--- config.mk ---
export PLATFORM = sky130hd
export DESIGN_NAME = seq_change_monitor
export DESIGN_NICKNAME = d
export VERILOG_FILES = /design/src/rtl/seq_change_monitor.sv
export SDC_FILE = /design/constraint.sdc
export NUM_CORES = 1
export LEC_CHECK = 0
export CAP_MARGIN = 20
export CORE_ASPECT_RATIO = 0.6
export CORE_UTILIZATION = 35
export CTS_BUF_LIST = sky130_fd_sc_hd__clkbuf_8
export CTS_CLUSTER_SIZE = 25
export DETAILED_ROUTE_END_ITERATION = 6
export SYNTH_ARGS = -nofsm -noshare
export SYNTH_HDL_FRONTEND = slang
export SYNTH_SLANG_ARGS = --single-unit
--- constraint.sdc ---
create_clock -name clk -period 2.8 [get_ports clk]
set_input_delay 0.56 -clock clk [delete_from_list [all_inputs] [get_ports clk]]
set_output_delay 0.56 -clock clk [all_outputs]
set_load 0.01 [all_outputs]
--- src/rtl/seq_change_monitor.sv ---
// seq_change_monitor: clocked change monitor that queues every sampled value differing from the previous one.
// Define SEQ_CHANGE_MONITOR_TIMESTAMP_EN to prefix each event with a TSW-bit cycle timestamp.
module seq_change_monitor #(
    parameter int W     = 3,
    parameter int DEPTH = 4,
    parameter int TSW   = 8
) (
    input  logic                     clk,
    input  logic                     rst,
    input  logic [W-1:0]             sample_i,
    output logic                     evt_valid_o,
    input  logic                     evt_ready_i,
`ifdef SEQ_CHANGE_MONITOR_TIMESTAMP_EN
    output logic [W+TSW-1:0]         evt_data_o,
`else
    output logic [W-1:0]             evt_data_o,
`endif
    output logic                     overflow_o,
    output logic [7:0]               drop_cnt_o,
    output logic [$clog2(DEPTH):0]   level_o
);
    localparam int AW = $clog2(DEPTH);
`ifdef SEQ_CHANGE_MONITOR_TIMESTAMP_EN
    localparam int DW = W + TSW;
`else
    localparam int DW = W;
`endif
    logic [DW-1:0] mem [DEPTH];
    logic [AW-1:0] wr_ptr, rd_ptr;
    logic [AW:0]   level;
    logic [W-1:0]  prev;
    logic          armed;
    logic          change, pop, full, accept, drop;
    logic [DW-1:0] payload;
`ifdef SEQ_CHANGE_MONITOR_TIMESTAMP_EN
    logic [TSW-1:0] ts;
    assign payload = {ts, sample_i};
    always_ff @(posedge clk) begin
        if (rst) ts <= '0;
        else     ts <= ts + TSW'(1);
    end
`else
    assign payload = sample_i;
`endif
    // Case inequality lets X/Z samples register as changes in simulation.
    assign change = !armed || (sample_i !== prev);
    assign full   = level == (AW+1)'(DEPTH);
    assign pop    = evt_valid_o && evt_ready_i;
    assign accept = change && (!full || pop);
    assign drop   = change && full && !pop;
    assign evt_valid_o = level != '0;
    assign evt_data_o  = evt_valid_o ? mem[rd_ptr] : '0;
    assign level_o     = level;
    always_ff @(posedge clk) begin
        if (accept && !rst) mem[wr_ptr] <= payload;
    end
    always_ff @(posedge clk) begin
        if (rst) begin
            wr_ptr     <= '0;
            rd_ptr     <= '0;
            level      <= '0;
            prev       <= '0;
            armed      <= 1'b0;
            overflow_o <= 1'b0;
            drop_cnt_o <= '0;
        end else begin
            prev  <= sample_i;
            armed <= 1'b1;
            if (accept) wr_ptr <= wr_ptr + AW'(1);
            if (pop) rd_ptr <= rd_ptr + AW'(1);
            level <= level + (AW+1)'(accept) - (AW+1)'(pop);
            if (drop) begin
                overflow_o <= 1'b1;
                if (drop_cnt_o != 8'hff) drop_cnt_o <= drop_cnt_o + 8'd1;
            end
        end
    end
endmodule
Word level (Yosys, flattened, before mapping)

Memories as Yosys holds them, arrays and structs flattened. A register that Yosys moved wholly into a read port is not among the register bits.
Cells that the tools add are included.

Bits in registers: 20
Bits in latches: 0
Memory bits (writable): 12
Memory bits (read-only): 0
Output and inout port bits: 16
Word-level logic and storage cells: 35
Memories: 1

Add/sub/neg operators: 5
Multiply operators: 0
Div/mod/pow operators: 0
Magnitude comparators: 0
Equality and inequality tests: 3
Shift operators: 0
Multiplexer cells: 6
Bitwise logic cells: 0
Reduce and logical (&&, ||, !) cells: 13

Memory list:

| name | depth | bits a word | rd ports | clocked after Yosys merged registers in | write ports | line | RTL |
|---|---|---|---|---|---|---|---|
| mem  | 4     | 3           | 1        | 1                                       | 1           | 28   | `logic [DW-1:0] mem [DEPTH];` |

Operators with widths:

| cell                                                          | count |
|---|---|
| 8-bit by 1-bit adder with 8-bit output, second input constant | 1 |
| 8-bit inequality test, second input constant                  | 1 |
| 1-bit logical AND                                             | 5 |
| 2-bit by 1-bit adder with 2-bit output, second input constant | 2 |
| 1-bit logical NOT                                             | 4 |
| 2-bit two-way mux                                             | 2 |
| 3-bit by 1-bit adder with 3-bit output                        | 1 |
| 3-bit equality test, second input constant                    | 1 |
| 1-bit two-way mux                                             | 3 |
| 3-bit two-way mux                                             | 1 |
| 3-bit !== test                                                | 1 |
| 3-bit nonzero test                                            | 1 |
| 3-bit by 1-bit subtractor with 3-bit output                   | 1 |
| 1-bit logical OR                                              | 2 |
| 2-bit AND reduction                                           | 1 |

Logic depth before layout (Yosys ltp)

Depth in word-level cells: 7
Depth in mapped cells: 11

Worst setup path after synthesis

No wires, ideal clock.

Path kind: in2reg
From: in sample_i[0]
To: reg level[2], in the netlist level_o[2]
Arrival: 2.196 ns
Path slack: 0.476 ns
Stages on the path: 9
Cells stage by stage: xnor2_1 a41oi_1 a21o_1 ha_1 inv_1 fa_1 xor2_1 xnor2_1 nor2_1

Word-level cells in the longest chain between the ends: 5

Ends and longest elaborated chain:

| item                                        | line | RTL |
|---|---|---|
| start: declaration                          | 10   | `input logic [W-1:0] sample_i,` |
| 3-bit !== test                              | 46   | `assign change = !armed \|\| (sample_i !== prev);` |
| 1-bit logical OR                            | 46   |  |
| 1-bit logical AND                           | 49   | `assign accept = change && (!full \|\| pop);` |
| 3-bit by 1-bit adder with 3-bit output      | 71   | `level <= level + (AW+1)'(accept) - (AW+1)'(pop);` |
| 3-bit by 1-bit subtractor with 3-bit output | 71   |  |
| end signal: assignment                      | 71   |  |
| end: declaration                            | 30   | `logic [AW:0] level;` |

Every way passes these cells.
A chain may end at the register's enable or synchronous reset.

Worst setup path after layout

From: in evt_ready_i
To: reg level[2], in the netlist level_o[2]

Word-level cells in the longest chain between the ends: 5

Ends and longest elaborated chain:

| item                                            | line | RTL |
|---|---|---|
| start: declaration                              | 12   | `input logic evt_ready_i,` |
| 1-bit logical AND (*)                           | 48   | `assign pop = evt_valid_o && evt_ready_i;` |
| 1-bit logical OR                                | 49   |  |
| 1-bit logical AND                               | 49   |  |
| 3-bit by 1-bit adder with 3-bit output          | 71   |  |
| 3-bit by 1-bit subtractor with 3-bit output (*) | 71   |  |

Mark *: on every way between the ends. The rest lies on a longest branch, timed or not.

==> summary.md <==
• std cell rows: 17
• clock tree root driver cell: sky130_fd_sc_hd__clkbuf_8
• area of the mapped netlist: 1471 µm²
• maximum number of pins on one net before global-route repair: 21
• total number of clock tree sinks: 34
• total congestion overflow after global routing: 0
• vias after detailed routing: 1079
• highest clock rate: 0.3945 GHz
• Final period util: 0.9053
• wire length of the first global-routing pass: 4899 µm
• final clock skew: 0.007330 ns
• 1st-pass router iterations: 4
• number of enable flip-flop cells after synthesis: 12
• R2R depth: 9
• post-route cell area: 1899 µm²
• largest buffer count on any clock path: 2
• critical path endpoint: level_o[2]
• reported leakage power: 0.6908 nW
• element type at the critical path start: primary input
• Yosys reg bits: 34
• largest fanout of any net on the critical path: 4
• post-detailed-route DRC marker count: 0
• Final Max Tran Viols: 0
• cell count after synthesis: 127
• worst-case hold slack: 0.4496 ns
• MaxCap Viol Count: 0
• share of power burned in the clock network: 0.286
• TritonCTS clock tree: built
• CTS Buf Count: 5
• status: finished, final reports clean
• slew of the pin with the lowest slew margin: 0.5857 ns
• overall die area: 4476 µm²
• DPL Wire Length: 2231 µm
• count of distinct cell types in the synthesized netlist: 37
• worst reg2reg setup slack: 0.56 ns
• Async S/R FF share, synth: 0
• count of synthesis-stage warnings from yosys: 0
• net switching fraction of the power: 0.2843
• CTS Hold Bufs: 0
• Die Y: 52.23 µm
• count of input and output buffers: 21
• final routed wire length divided by cell count: 13.81 µm
• top-level I/O count: 22
• Total Neg Setup Slack: 0 ns
• relative area change from synthesis to final layout: 29.08%
• Clock H-tree levels: 2
• post-CTS setup buffer count: 0
• CORE AREA: 3850 µm²
• Worst Setup Path Type: in -> reg
• diode count: 0
• number of nets in the synthesized netlist: 140
• Rel. slew slack: 0.6081
• aggregate routed wire length: 2997 µm
• hold crit path type: reg -> reg
• Via density: 4.972
• remaining antenna violation count: 0
• CP startpoint: evt_ready_i
• sequential element share of the synthesized area: 0.5442
• Internal Pwr Total: 1.100 mW
• standard cell area after detailed placement: 1790 µm²
• post-synthesis area per instance: 11.59 µm²
• Skew-Pair Late Insertion Delay: 0.28 ns
• launch point of the worst reg-to-reg path: level_o[1]
• CTS resizes: 0
• data required time at the worst endpoint: 2.97 ns
• share of final-layout standard cells stronger than drive strength 1: 0.1375
• global-route usage over all layers: 0.1495
• Power Density: 809.4 nW/µm²
• Switching Power: 0.4371 mW
• CP Data Arrival Time: 2.70 ns
• number of antenna violations at the first check in global routing: 0
• final weighted congestion in routability-driven placement: 0.7382
• Tmin final: 2.535 ns
• R2R Path End: level_o[2]
• worst-case vdd ir drop: 0.2376 mV
• NumNets Final: 172
• number of endpoints with negative hold slack in the final report: 0
• Setup violations, final: 0
• vias in the first global route: 1006
• starting utilization of the core area: 0.3822
• RSZ-0062 raised after global routing: false
• Critical Path End Type: flop
• clock slew at reported path FFs: 0.07 ns
• worst hold start: overflow_o
• die width: 85.71 µm
• violation count after the first detailed-routing iteration: 115
• dominant synthesized flop cell: sky130_fd_sc_hd__dfxtp_1
• portion of total power attributed to combinational logic: 0.288
• share of power burned in registers: 0.427
## power groups by stage
stage	clock (mW)	combinational [mW]	sequential [mW]
after floorplan	0	0.257	0.660
after global placement	0	0.433	0.662
after detailed placement	0	0.446	0.668
after CTS	0.450	0.447	0.658
after global routing	0.475	0.486	0.666
final	0.439	0.442	0.656
## layout make-up
class	count	area (µm²)
clock buffer	5	68.82
clock inverter	3	40.04
fill	352	1951
inverter	6	22.52
multi-input combinational	83	625.6
sequential	34	800.8
tap	57	71.32
timing repair buffer	29	270.3
## Yosys cell counts, drive strengths merged, types with 2 or more instances
cell	count	area, µm²
nand3	5	25.02
xnor2	5	43.79
a21oi	5	25.02
inv	6	22.52
dfxtp	22	440.4
edfxtp	12	360.4
clkbuf	3	11.26
nand2	5	18.77
mux4	3	67.56
xor2	3	26.28
nor2b	5	31.28
or3	2	13.77
mux2i	2	20.02
o31ai	3	22.52
and2	3	18.77
nand4	2	12.51
or4	3	22.52
and3	4	25.02
ha	6	75.07
nor2	12	45.04
## through the flow
stage,setup slack (ns),cells,power [mW],util
after global placement,0.04003,209,1.095,0.4651
after global routing,0.1328,217,1.627,0.4933
after detailed placement,-0.001748,209,1.114,0.4651
final,0.2651,217,1.537,0.4933
after CTS,0.2726,217,1.555,0.4933
after floorplan,0.4764,127,0.9172,-
## registers in the layout, summed over array words and instances, names as in the netlist, named ones only
| register | count |
|---|---|
| prev | 3 |
| mem | 12 |
| rd_ptr | 2 |
| overflow_o | 1 |
| drop_cnt_o | 8 |
| armed | 1 |
| wr_ptr | 2 |
| level_o | 3 |
## routing by layer
layer / vias up / wire, µm / GRT usage
li1: 523 / - / -
met1: 532 / 1519 / 0.2058
met2: 22 / 1350 / 0.2280
met3: 2 / 108 / 0.04252
met4: 0 / 19 / 0.05000
met5: - / 0 / 0
## critical path, stage by stage
cell and delay (ns):
sky130_fd_sc_hd__clkdlybuf4s50_1 0.53, sky130_fd_sc_hd__nor4b_1 0.09, sky130_fd_sc_hd__buf_4 0.15, sky130_fd_sc_hd__a41oi_1 0.28, sky130_fd_sc_hd__a21o_1 0.17, sky130_fd_sc_hd__ha_1 0.13
sky130_fd_sc_hd__inv_1 0.05, sky130_fd_sc_hd__fa_1 0.37, sky130_fd_sc_hd__xor2_1 0.19, sky130_fd_sc_hd__xnor2_1 0.13, sky130_fd_sc_hd__nor2_1 0.05
## cells by family (layout without fill, tap and decap cells)
group | after synthesis | in the layout | synth area share
XOR/XNOR | 8 | 8 | 0.04762
AO/OA/AOI/OAI | 15 | 15 | 0.06973
flip-flops | 34 | 34 | 0.5442
buffers and inverters | 10 | 43 | 0.03061
multiplexers | 6 | 6 | 0.06717
AND/OR/NAND/NOR | 47 | 47 | 0.1760
adder cells (fa/ha/maj) | 7 | 7 | 0.06463
## how the worst min path moves through the flow
stage	slack, ns	endpoint	cells past startpoint
2_1_floorplan	0.47	overflow_o	2
3_3_place_gp	0.44	overflow_o	2
3_5_place_dp	0.45	overflow_o	2
4_1_cts	0.46	overflow_o	2
5_1_grt	0.49	overflow_o	2
6_report	0.45	overflow_o	2
## cells in the final DEF, fill, tap and decap left out, types with 2 or more instances in the layout
master,synthesis,final
sky130_fd_sc_hd__buf_4,0,8
sky130_fd_sc_hd__ha_1,6,6
sky130_fd_sc_hd__nor2_1,12,12
sky130_fd_sc_hd__or4_1,3,3
sky130_fd_sc_hd__nand3_1,5,5
sky130_fd_sc_hd__nand2_1,5,5
sky130_fd_sc_hd__and2_1,3,3
sky130_fd_sc_hd__nor2b_1,5,5
sky130_fd_sc_hd__o31ai_1,3,3
sky130_fd_sc_hd__mux4_2,3,3
sky130_fd_sc_hd__mux2i_1,2,2
sky130_fd_sc_hd__inv_1,6,6
sky130_fd_sc_hd__nand4_1,2,2
sky130_fd_sc_hd__clkdlybuf4s50_1,0,21
sky130_fd_sc_hd__xnor2_1,5,5
sky130_fd_sc_hd__and3_1,4,4
sky130_fd_sc_hd__edfxtp_1,12,12
sky130_fd_sc_hd__dfxtp_1,22,22
sky130_fd_sc_hd__xor2_1,3,3
sky130_fd_sc_hd__clkbuf_8,0,5
sky130_fd_sc_hd__a21oi_1,5,5
sky130_fd_sc_hd__clkinv_2,0,2
Note: power is estimated with default switching activity, not from simulation.
==> variant, RTL diff (config.mk and constraints unchanged) <==
Change the parameter `W` from 3 to 6.
--- a/src/rtl/seq_change_monitor.sv
+++ b/src/rtl/seq_change_monitor.sv
@@ -3,3 +3,3 @@
 module seq_change_monitor #(
-    parameter int W     = 3,
+    parameter int W     = 6,
     parameter int DEPTH = 4,
Interface: changed (resized evt_data_o and sample_i); port bits go from 22 to 28. The function was not compared with the original's and may differ.
==> variant against the original RTL <==
Synthesized area rose by 39%. Sequential cell count up 15. Largest cell class unchanged. Setup slack worse by 0.024 ns. First-iteration DRC count fell by 55%. Highest routed layer unchanged. Design area up 34%. Non-clock buffer count grew 7. Power increased by 28%. Wire length increased by 32%.
==> variant: results <==
<?xml version="1.0" encoding="UTF-8"?>
<metrics>
  <group name="run_status">
    <metric name="outcome" unit="">finished clean</metric>
  </group>
  <group name="power_and_ir_drop">
    <metric name="p_leak" unit="uW">0.000875</metric>
    <metric name="vdd_ir_drop_max" unit="mV">0.274</metric>
  </group>
  <group name="final_layout">
    <metric name="fraction_of_layout_instances_using_a_drive_strength_above_1" unit="%">12.8</metric>
    <metric name="regs_by_ff_count" unit="">mem: 24 flops, drop_cnt_o: 8 flops, prev: 6 flops</metric>
    <metric name="num-nets-final" unit="">211</metric>
  </group>
  <group name="drt">
    <metric name="via_count" unit="">1299</metric>
    <metric name="drt-vias-per-instance" unit="">4.71</metric>
    <metric name="drt_iter0_drc" unit="">52</metric>
  </group>
  <group name="placement">
    <metric name="port_buffers" unit="">27</metric>
    <metric name="dp_hpwl" unit="um">2880</metric>
    <metric name="number_of_placed_instances_with_taps_included" unit="">268</metric>
    <metric name="place_congestion" unit="">0.740</metric>
  </group>
  <group name="grt">
    <metric name="gr_usage_total" unit="%">13.8</metric>
    <metric name="global_route_wire_length_before_repair" unit="um">6120</metric>
  </group>
  <group name="synth">
    <metric name="synth_sequential_area_ratio" unit="%">59.7</metric>
    <metric name="synth_top_cells_by_area" unit="">sky130_fd_sc_hd__edfxtp_1 35%, sky130_fd_sc_hd__dfxtp_1 24%, sky130_fd_sc_hd__mux4_2 6.6%, sky130_fd_sc_hd__ha_1 3.7%, sky130_fd_sc_hd__xnor2_1 3.4%</metric>
    <metric name="synth_enable_flop_cells" unit="">24</metric>
    <metric name="synthDistinctLibCells" unit="">30</metric>
    <metric name="post_synthesis_net_count" unit="">173</metric>
    <metric name="synthTopCellsByCount" unit="">25 x sky130_fd_sc_hd__dfxtp_1, 24 x sky130_fd_sc_hd__edfxtp_1, 13 x sky130_fd_sc_hd__nor2_1</metric>
  </group>
  <group name="setup_path">
    <metric name="reg2reg_setup_slack" unit="ns">0.45</metric>
    <metric name="path_max_fanout" unit="">6</metric>
  </group>
  <group name="timing">
    <metric name="finClkSkew" unit="ns">0.00729</metric>
    <metric name="worst_slew_pin_slew" unit="ns">0.428</metric>
  </group>
</metrics>
==> variant: changes by cell type in the layout (fill, tap and decap cells not counted), sizes merged, moves of 2 or more <==
cell           delta
and2              +7
and3              -4
clkdlybuf4s50     +6
clkinv            -2
dfxtp             +3
edfxtp           +12
inv               +5
mux4              +3
nor2b             +3
or4               +2
xnor2             +3
==> variant: kinds of logic (layout without fill, tap and decap cells) <==
| kind of cell | after synthesis | in the layout | synth area share, % |
|---|---|---|---|
| compound gates | 17 | 17 | 5.99 |
| xor+xnor | 11 | 11 | 4.71 |
| fa+ha+maj | 7 | 7 | 4.65 |
| buf+inv | 14 | 53 | 2.93 |
| flops | 49 | 49 | 59.7 |
| mux | 9 | 9 | 8.13 |
| simple gates | 50 | 50 | 13.9 |
==> variant: per-stage QoR <==
stage / hold WS, ns / cell area (um^2) / TNS, ns / power, uW
floorplan: 0.470 / 2050 / 0 / 1290
CTS: 0.454 / 2550 / 0 / 2000
global placement: 0.434 / 2460 / -0.0431 / 1560
detailed placement: 0.441 / 2460 / -0.0945 / 1590
global route: 0.472 / 2550 / 0 / 2090
finish: 0.452 / 2550 / 0 / 1980
==> variant: cell type report <==
type / instances / area, um^2
tap: 80 / 100
sequential: 49 / 1220
inverter: 9 / 33.8
clock inverter: 2 / 7.51
timing repair buffer: 36 / 338
fill: 515 / 3050
clock buffer: 6 / 82.6
multi-input combinational: 94 / 766
==> variant: repair_timing <==
item                                    CTS  global route
gates resized for setup                   0             1
endpoints found under the setup margin    0             5
hold endpoints to repair                  0             0
==> variant: worst paths after layout <==
path                from         end  depth (start not counted)
min           overflow_o  overflow_o                          2
max reg2reg   level_o[1]  level_o[2]                         10
min reg2reg   overflow_o  overflow_o                          2
max          sample_i[1]  level_o[2]                         11
==> variant: report_power, final <==
part           switching [uW]  internal (uW)
Sequential               89.2            852
Combinational             264            355
Clock                     220            195
==> variant: tightest hold or removal path, delay by kind of cell, from the launching register on <==
kind                   cells  cell delay (ns)
buffers and inverters      1             0.05
DFF                        1             0.32
AOI/OAI and AO/OA          1             0.05
==> variant: routing by layer <==
metal	part of all wire [%]	wire length, um	global-route usage, %	up-vias
met5	0	0	0	-
met4	0.96	38	4.35	0
met3	3.0	118	3.75	5
met2	43	1700	20.0	22
met1	53	2100	20.2	634
li1	-	-	-	638
